`src/rtl/prefix_tracker_if.sv`:
```
// Decoder-side bus of the x86 prefix tracker: byte stream in, held prefix state out.
interface prefix_tracker_if;
  logic       byte_valid;
  logic [7:0] byte_in;
  logic       next_instruction;
  logic       is_prefix;
  logic       seg_override_active;
  logic [1:0] seg_override_sel;
  logic       rep_active;
  logic       rep_z;
  logic       lock_active;
  logic [3:0] prefix_count;
  logic       prefix_overflow;

  modport master (
    output byte_valid, byte_in, next_instruction,
    input  is_prefix, seg_override_active, seg_override_sel, rep_active,
           rep_z, lock_active, prefix_count, prefix_overflow
  );

  modport slave (
    input  byte_valid, byte_in, next_instruction,
    output is_prefix, seg_override_active, seg_override_sel, rep_active,
           rep_z, lock_active, prefix_count, prefix_overflow
  );
endinterface

```
`src/rtl/prefix_tracker.sv`:
```
// Tracks x86 instruction prefixes (segment override, REP/REPNE, LOCK) ahead of the opcode
// and keeps the prefix byte count used to rewind IP on string-instruction restart.
module prefix_tracker #(
  parameter int unsigned MAX_PREFIXES = 15
) (
  input  logic          clk,
  input  logic          reset_n,
  prefix_tracker_if.slave bus
);

  localparam int unsigned CNT_W = 4;
  localparam logic [CNT_W-1:0] CNT_MAX = CNT_W'(MAX_PREFIXES);

  localparam logic [1:0] IDLE   = 2'd0;
  localparam logic [1:0] PREFIX = 2'd1;
  localparam logic [1:0] OPCODE = 2'd2;

  logic [1:0]       r_state;
  logic             r_seg_act;
  logic [1:0]       r_seg_sel;
  logic             r_rep_act;
  logic             r_rep_z;
  logic             r_lock;
  logic [CNT_W-1:0] r_count;
  logic             r_ovf;

  logic [1:0]       w_state_nx;
  logic             w_seg_act_nx;
  logic [1:0]       w_seg_sel_nx;
  logic             w_rep_act_nx;
  logic             w_rep_z_nx;
  logic             w_lock_nx;
  logic [CNT_W-1:0] w_count_nx;
  logic             w_ovf_nx;

  logic       w_pfx;
  logic       w_pfx_seg;
  logic [1:0] w_seg_code;
  logic       w_pfx_rep;
  logic       w_pfx_lock;
  logic [1:0] w_base_state;
  logic       w_accept;

  // Prefix byte decode
  always_comb begin
    w_pfx_seg  = 1'b0;
    w_seg_code = 2'd0;
    w_pfx_rep  = 1'b0;
    w_pfx_lock = 1'b0;
    case (bus.byte_in)
      8'h26: begin w_pfx_seg = 1'b1; w_seg_code = 2'd0; end
      8'h2E: begin w_pfx_seg = 1'b1; w_seg_code = 2'd1; end
      8'h36: begin w_pfx_seg = 1'b1; w_seg_code = 2'd2; end
      8'h3E: begin w_pfx_seg = 1'b1; w_seg_code = 2'd3; end
      8'hF0: w_pfx_lock = 1'b1;
      8'hF2, 8'hF3: w_pfx_rep = 1'b1;
      default: ;
    endcase
    w_pfx = w_pfx_seg | w_pfx_rep | w_pfx_lock;
  end

  // next_instruction clears first, so a same-cycle byte sees IDLE semantics
  assign w_base_state = bus.next_instruction ? IDLE : r_state;
  assign w_accept     = bus.byte_valid && (w_base_state != OPCODE);
  assign bus.is_prefix = w_accept && w_pfx;

  always_comb begin
    w_state_nx   = r_state;
    w_seg_act_nx = r_seg_act;
    w_seg_sel_nx = r_seg_sel;
    w_rep_act_nx = r_rep_act;
    w_rep_z_nx   = r_rep_z;
    w_lock_nx    = r_lock;
    w_count_nx   = r_count;
    w_ovf_nx     = r_ovf;

    if (bus.next_instruction) begin
      w_state_nx   = IDLE;
      w_seg_act_nx = 1'b0;
      w_seg_sel_nx = 2'd0;
      w_rep_act_nx = 1'b0;
      w_rep_z_nx   = 1'b0;
      w_lock_nx    = 1'b0;
      w_count_nx   = '0;
      w_ovf_nx     = 1'b0;
    end

    if (w_accept) begin
      if (w_pfx) begin
        w_state_nx = PREFIX;
        if (w_count_nx == CNT_MAX) begin
          w_ovf_nx = 1'b1;
        end else begin
          w_count_nx = w_count_nx + CNT_W'(1);
        end
        if (w_pfx_seg) begin
          w_seg_act_nx = 1'b1;
          w_seg_sel_nx = w_seg_code;
        end
        if (w_pfx_rep) begin
          w_rep_act_nx = 1'b1;
          w_rep_z_nx   = bus.byte_in[0];
        end
        if (w_pfx_lock) begin
          w_lock_nx = 1'b1;
        end
      end else begin
        w_state_nx = OPCODE;
      end
    end
  end

  always_ff @(posedge clk or negedge reset_n) begin
    if (!reset_n) begin
      r_state   <= IDLE;
      r_seg_act <= 1'b0;
      r_seg_sel <= 2'd0;
      r_rep_act <= 1'b0;
      r_rep_z   <= 1'b0;
      r_lock    <= 1'b0;
      r_count   <= '0;
      r_ovf     <= 1'b0;
    end else begin
      r_state   <= w_state_nx;
      r_seg_act <= w_seg_act_nx;
      r_seg_sel <= w_seg_sel_nx;
      r_rep_act <= w_rep_act_nx;
      r_rep_z   <= w_rep_z_nx;
      r_lock    <= w_lock_nx;
      r_count   <= w_count_nx;
      r_ovf     <= w_ovf_nx;
    end
  end

  assign bus.seg_override_active = r_seg_act;
  assign bus.seg_override_sel    = r_seg_sel;
  assign bus.rep_active          = r_rep_act;
  assign bus.rep_z               = r_rep_z;
  assign bus.lock_active         = r_lock;
  assign bus.prefix_count        = r_count;
  assign bus.prefix_overflow     = r_ovf;

endmodule
```
`src/flat_wrapper.sv`:
```
// flat-port wrapper written by rule: the top's interface ports become plain ports
module prefix_tracker_flat 
#(
  parameter int unsigned MAX_PREFIXES = 15
)
  (clk, reset_n, bus_byte_valid, bus_byte_in, bus_next_instruction, bus_is_prefix, bus_seg_override_active, bus_seg_override_sel, bus_rep_active, bus_rep_z, bus_lock_active, bus_prefix_count, bus_prefix_overflow);
  prefix_tracker_if bus_i ();
  input  logic clk;
  input  logic reset_n;
  input wire logic [$bits(bus_i.byte_valid)-1:0] bus_byte_valid;
  input wire logic [$bits(bus_i.byte_in)-1:0] bus_byte_in;
  input wire logic [$bits(bus_i.next_instruction)-1:0] bus_next_instruction;
  output wire logic [$bits(bus_i.is_prefix)-1:0] bus_is_prefix;
  output wire logic [$bits(bus_i.seg_override_active)-1:0] bus_seg_override_active;
  output wire logic [$bits(bus_i.seg_override_sel)-1:0] bus_seg_override_sel;
  output wire logic [$bits(bus_i.rep_active)-1:0] bus_rep_active;
  output wire logic [$bits(bus_i.rep_z)-1:0] bus_rep_z;
  output wire logic [$bits(bus_i.lock_active)-1:0] bus_lock_active;
  output wire logic [$bits(bus_i.prefix_count)-1:0] bus_prefix_count;
  output wire logic [$bits(bus_i.prefix_overflow)-1:0] bus_prefix_overflow;
  assign bus_i.byte_valid = bus_byte_valid;
  assign bus_i.byte_in = bus_byte_in;
  assign bus_i.next_instruction = bus_next_instruction;
  assign bus_is_prefix = bus_i.is_prefix;
  assign bus_seg_override_active = bus_i.seg_override_active;
  assign bus_seg_override_sel = bus_i.seg_override_sel;
  assign bus_rep_active = bus_i.rep_active;
  assign bus_rep_z = bus_i.rep_z;
  assign bus_lock_active = bus_i.lock_active;
  assign bus_prefix_count = bus_i.prefix_count;
  assign bus_prefix_overflow = bus_i.prefix_overflow;
  prefix_tracker #(.MAX_PREFIXES(MAX_PREFIXES)) u_core (.clk(clk), .reset_n(reset_n), .bus(bus_i));
endmodule
```
`config.mk`:
```
export PLATFORM = sky130hd
export DESIGN_NAME = prefix_tracker_flat
export DESIGN_NICKNAME = d
export VERILOG_FILES = /design/src/rtl/prefix_tracker_if.sv /design/src/rtl/prefix_tracker.sv /design/src/flat_wrapper.sv
export SDC_FILE = /design/constraint.sdc
export NUM_CORES = 1
export LEC_CHECK = 0
export CORE_ASPECT_RATIO = 1.25
export CORE_MARGIN = 4
export CORE_UTILIZATION = 37
export DETAILED_ROUTE_END_ITERATION = 8
export PLACE_DENSITY = 0.72
export SLEW_MARGIN = 0
export SYNTH_ARGS = -nofsm -noshare
export SYNTH_HDL_FRONTEND = slang
export SYNTH_SLANG_ARGS = --single-unit
export TNS_END_PERCENT = 5
```
`constraint.sdc`:
```
create_clock -name clk -period 1.5 [get_ports clk]
set_input_delay 0.45 -clock clk [delete_from_list [all_inputs] [get_ports clk]]
set_output_delay 0.45 -clock clk [all_outputs]
set_load 0.01 [all_outputs]
```
Yosys cells after proc, flatten, opt, wreduce, memory -nomap -nowiden
Index checks and enable logic that the tools add are counted.
{"block": "op_classes", "addsub": 1, "eq_ne": 9, "mux": 35, "n_bitwise": 2, "n_reduce_logical": 4}
{"op": "== test 8 x 6 -> 1 bit (second input constant)", "n": 4}
{"op": "== test 8 bit (second input constant)", "n": 3}
{"op": "2-to-1 mux 1 bit", "n": 23}
{"op": "2-to-1 mux 4 bit", "n": 4}
{"op": "2-to-1 mux 2 bit", "n": 7}
{"op": "one-hot mux 2 bit (3 select lines)", "n": 1}
{"op": "adder 4 x 1 -> 4 bit (second input constant)", "n": 1}
{"op": "== test 4 bit (second input constant)", "n": 1}
{"op": "OR reduction 4 bit", "n": 1}
{"op": "logical AND 1 bit", "n": 2}
{"op": "!= test 2 bit (second input constant)", "n": 1}
{"op": "OR 1 bit", "n": 2}
{"op": "OR reduction 2 bit", "n": 1}
{"block": "totals", "reg_bits": 13, "input_bits": 12, "out_inout_bits": 12, "wordCells": 59}

Depth between registers and ports, before layout
Gate-level depths: netlist of the first run.
{"block": "logic_depth", "depth_word": 7, "mapped_depth": 5, "depth_no_buf": 5}

Least setup slack after synthesis of the first run
OpenSTA, ideal clock, no wires.
{"block": "synth_timing", "path_kind": "input to register", "start": "in bus_byte_in[3]", "end": "reg u_core.r_count[1] (netlist: u_core.bus.prefix_count[1])", "setup_time_ps": 125, "arrival_time_ps": 1563, "t_required_ps": 1375, "slack_ps": -188, "cell_stages": 5, "n_path_buf": 0, "path_cell_list": "and4bb_1 > o2111ai_2 > a21oi_4 > o21ai_2 > mux2_4"}
{"block": "synth_via", "elab_chain_cells": 7, "elab_cells_between_ends": 16, "classes_between": "7 x eq/ne; 5 x mux; 2 x bitwise; 2 x reduce/logical"}
{"element": "start: declaration", "line_no": "flat_wrapper.sv:11", "text": "input wire logic [$bits(bus_i.byte_in)-1:0] bus_byte_in;"}
{"element": "== test 8 x 6 -> 1 bit / == test 8 bit (equally long branches)", "line_no": "prefix_tracker.sv:50", "text": "case (bus.byte_in)"}
{"element": "OR reduction 4 bit (no line) / OR reduction 2 bit (equally long branches)"}
{"element": "2-to-1 mux 1 bit", "line_no": "prefix_tracker.sv:50"}
{"element": "OR 1 bit", "line_no": "prefix_tracker.sv:59", "text": "w_pfx = w_pfx_seg | w_pfx_rep | w_pfx_lock;"}
{"element": "OR 1 bit *", "line_no": "prefix_tracker.sv:59"}
{"element": "2-to-1 mux 4 bit *", "line_no": "prefix_tracker.sv:89", "text": "if (w_pfx) begin"}
{"element": "2-to-1 mux 4 bit *", "line_no": "prefix_tracker.sv:88", "text": "if (w_accept) begin"}
{"element": "named net u_core.w_count_nx[1]", "line_no": "prefix_tracker.sv:33", "text": "logic [CNT_W-1:0] w_count_nx;"}
{"element": "end signal: assignment", "line_no": "prefix_tracker.sv:130", "text": "r_count <= w_count_nx;"}
{"element": "end: declaration", "line_no": "prefix_tracker.sv:24", "text": "logic [CNT_W-1:0] r_count;"}
The timed path passes the listed nets; every way through them passes the cells marked *.

Worst setup path in the final report of the first run
{"block": "layout_timing", "start": "in bus_byte_in[2]", "end": "out bus_is_prefix"}
{"block": "layout_via", "elab_chain_cells": 6, "elab_cells_between_ends": 15, "classes_between": "7 x eq/ne; 3 x mux; 2 x bitwise; 3 x reduce/logical"}
{"element": "== test 8 x 6 -> 1 bit / == test 8 bit (equally long branches)", "line_no": "prefix_tracker.sv:50"}
{"element": "OR reduction 4 bit (no line) / OR reduction 2 bit (equally long branches)"}
{"element": "2-to-1 mux 1 bit", "line_no": "prefix_tracker.sv:50"}
{"element": "OR 1 bit", "line_no": "prefix_tracker.sv:59"}
{"element": "OR 1 bit *", "line_no": "prefix_tracker.sv:59"}
{"element": "logical AND 1 bit *", "line_no": "prefix_tracker.sv:65", "text": "assign bus.is_prefix = w_accept && w_pfx;"}
{"element": "end: declaration", "line_no": "flat_wrapper.sv:13", "text": "output wire logic [$bits(bus_i.is_prefix)-1:0] bus_is_prefix;"}
Every way passes the cells marked *; elsewhere a longest branch is shown, timed or not.

==> key figures, run 1 <==
Outcome
  • Status: finished with violations
  • Failing checks: setup timing

Critical path
  • Crit path max fanout: 2
  • Sum of buffers and inverters on the critical path: 2
  • Critical path class: primary input to output pin
  • Max stage delay on crit path: 0.29 ns
  • Critical path arrival: 1.29 ns
  • Worst path top cell family by delay: compound AO/OA/AOI/OAI gates
  • CP required: 1.05 ns
  • Levels on crit path: 5
  • CP endpoint kind: output pin
  • CP startpoint kind: primary input
  • R2r worst-path depth: 7
  • Critical-path top delay cell: and4bb_1
  • CP Cell Sequence: buf_6, and4bb_1, o2111ai_2, a21oi_4, buf_2

Finish
  • Area Growth Syn to Fin: 71.0%
  • Share of cells above drive strength 1: 0.411
  • Post-route cell area: 1090 µm²
  • N_diodes: 0
  • FILL cells: 138
  • Multi-input logic area: ~350 µm²
  • Sequential cell area: 325 µm²
  • NumNets Final: 121

Placement
  • Gpl congestion: 0.837
  • Area post-placement: 1020 µm²
  • Port Buffers: 23
  • Hpwl dp: 1250 µm

Synth
  • Post-Syn Instances: 60
  • Synth Warn #: 0
  • Synth cell types: 26
  • Syn nets: 73
  • Sequential share of the synthesized area: 0.510
  • Fraction of registers with async set/reset: 1.00
  • Seq cells post-synth: 13
  • Syn Area/Cell: 10.6 µm²
  • Synthesized area: approximately 640 µm²
  • Ys flop type: dfrtp_1
  • Post-synth EDFFs: 0

STA
  • Final Max Slew Viols: 0
  • Fmax: 576 MHz
  • Final setup fails: 4
  • Final Hold Fails: 0
  • RSZ-0062 raised after global routing: yes
  • Final Cycle Share: 1.16
  • Setup Skew: 0.00313 ns
  • Tmin final: 1.74 ns
  • Slew @ Worst Pin: 0.232 ns
  • Fin worst setup slack: -0.236 ns
  • Slew margin rel.: 0.845
  • Hold Slack: 0.404 ns

Clocking
  • Root Driver: clkbuf_4
  • Clk sinks: 13
  • CTS Hold Bufs: 0
  • Clk_lat worst skew: roughly 0.28 ns
  • CTS max path bufs: 2
  • CTS tree: built
  • Cts bufs inserted: 3
  • Clock Pin Slew Worst Setup and Hold Paths: 0.08 ns
  • H-tree levels: 1

Routing
  • Initial DRC Count: 9
  • Avg WL per Cell: 13.7 µm
  • Total Wirelength: 1710 µm
  • Vias: 634
  • DRT Pass-1 Iters: 4
  • DRC Markers: 0
  • Antenna-violating nets left: 0
  • Vias per cell: 5.07

Pwr
  • Net Sw Power: 165 µW
  • Cell leakage power: ~0.6 nW
  • Pwr dens: ~620 nW/µm²
  • Sequential power share: 0.530
  • Clock group share of total power: 0.331
  • Internal power: 508 µW
  • Sw Share: 0.245
  • Peak VDD IR: 483 µV
  • Comb power frac: 0.140
  • Total chip power: approximately 670 µW

Floorplan
  • Chip height: roughly 54 µm
  • Die Area: 2460 µm²
  • Core footprint: around 1600 µm²
  • Rows: 16
  • Die X: 45.1 µm
  • IO Count: 24
  • Starting Density: 0.398

GRT
  • GR Overflow Total: 0
  • Antenna violations before repair: 0
  • Total track usage: 0.164
  • Global-route wire length before repair: 2830 µm
  • Largest net degree at the start of global routing: 14
  • Vias in the first global route: between 600 and 700

Worst hold path
  • Hold Path Class: primary input to flip-flop
  • WHS Path Cells: 3

Flow run
  • Max-Cap Viols: 0
## cell families (layout without fill, tap and decap cells)
family	after synthesis	in the layout	synth area share
AO/OA/AOI/OAI	14	14	0.173
XOR/XNOR	1	1	0.0137
adder cells (fa/ha/maj)	1	1	0.0196
buffers and inverters	7	54	0.0412
flip-flops	13	13	0.510
multiplexers	2	2	0.0392
AND/OR/NAND/NOR	22	22	0.204
## state kept, by name (all words and copies together) (netlist names)
register and count:
u_core.bus.lock_active 1, u_core.bus.prefix_count 4, u_core.bus.prefix_overflow 1, u_core.bus.rep_active 1, u_core.bus.rep_z 1, u_core.bus.seg_override_active 1
u_core.bus.seg_override_sel 2, u_core.r_state 2
## synth_stat cells (2+ instances only)
cell	number	area, µm²
nor2b_1	2	12.5
nand2_1	4	15.0
o21ai_1	4	20.0
nor2_1	4	15.0
a31o_1	2	17.5
nand3_1	4	20.0
dfrtp_1	13	325
a21oi_1	2	10.0
inv_1	7	26.3
and3_1	2	12.5
## layout make-up
class	count	area share
inverters	7	0.0241
well taps	18	0.0206
flip-flops and latches	13	0.298
clock buffers	4	0.0241
repair buffers	43	0.313
multi-input cells	40	0.320
## tightest hold or removal path, stage by stage
cell,delay [ns]
buf_2,0.10
inv_1,0.04
o21ai_1,0.06
## final timing paths
check / start / to / slack (ns)
setup / recovery: bus_byte_in[2] / bus_is_prefix / -0.24
hold / removal: bus_byte_in[4] / u_core.bus.seg_override_sel[1] / 0.40
setup reg to reg: u_core.r_state[0] / u_core.bus.prefix_count[1] / -0.04
hold reg to reg: u_core.bus.rep_z / u_core.bus.rep_z / 0.51
max in group asynchronous: reset_n / u_core.bus.rep_active / 0.88
min in group asynchronous: reset_n / u_core.bus.seg_override_sel[1] / 0.46
## per-layer routing
metal  GRT usage  vias to the layer above  part of all wire
li1            -                      303                 -
met1       0.206                      305              0.43
met2       0.252                       21              0.50
met3      0.0395                        5             0.053
met4      0.0976                        0             0.021
met5           0                        -                 0
## power by group through the flow
| stage | Combinational (mW) | Sequential (mW) | Clock [mW] |
|---|---|---|---|
| after global routing | 0.102 | 0.357 | 0.245 |
| after global placement | 0.0905 | 0.362 | 0 |
| after CTS | 0.0888 | 0.356 | 0.223 |
| final | 0.0938 | 0.356 | 0.222 |
| after floorplan | 0.0182 | 0.363 | 0 |
| after detailed placement | 0.0915 | 0.362 | 0 |
## cell usage in the layout, fill, tap and decap left out, types with 2 or more instances in the layout
cell and count:
nand2_1 3, nor2_1 3, a21oi_1 2, nor2b_1 2, dfrtp_1 13, buf_4 19
buf_2 5, o21ai_1 3, inv_1 7, o21ai_4 2, a31o_1 2, clkbuf_4 3
nand3_1 3, and3_1 2, dlygate4sd2_1 13, buf_6 4
## metrics by stage
stage	std cells	setup TNS [ns]	util	worst slack (ns)
3_5_place_dp	117	-6.68	0.640	-0.997
4_1_cts	124	-0.451	0.652	-0.261
6_report	125	-0.597	0.681	-0.236
5_1_grt	125	-0.905	0.681	-0.277
3_3_place_gp	117	-6.53	0.640	-1.01
2_1_floorplan	60	-0.187	-	-0.137
## what timing repair did
action / CTS / global route
setup endpoints to repair: 24 / 10
setup buffers: 3 / 1
pin swaps: 6 / 5
gates resized for setup: 52 / 10
Power figures use the tool's default switching activity.
==> run 2: changes to the inputs <==
- GPL_ROUTABILITY_DRIVEN: default -> 0
==> results of run 2 <==
The final DEF is identical to that of run 1; final timing and power are the same.
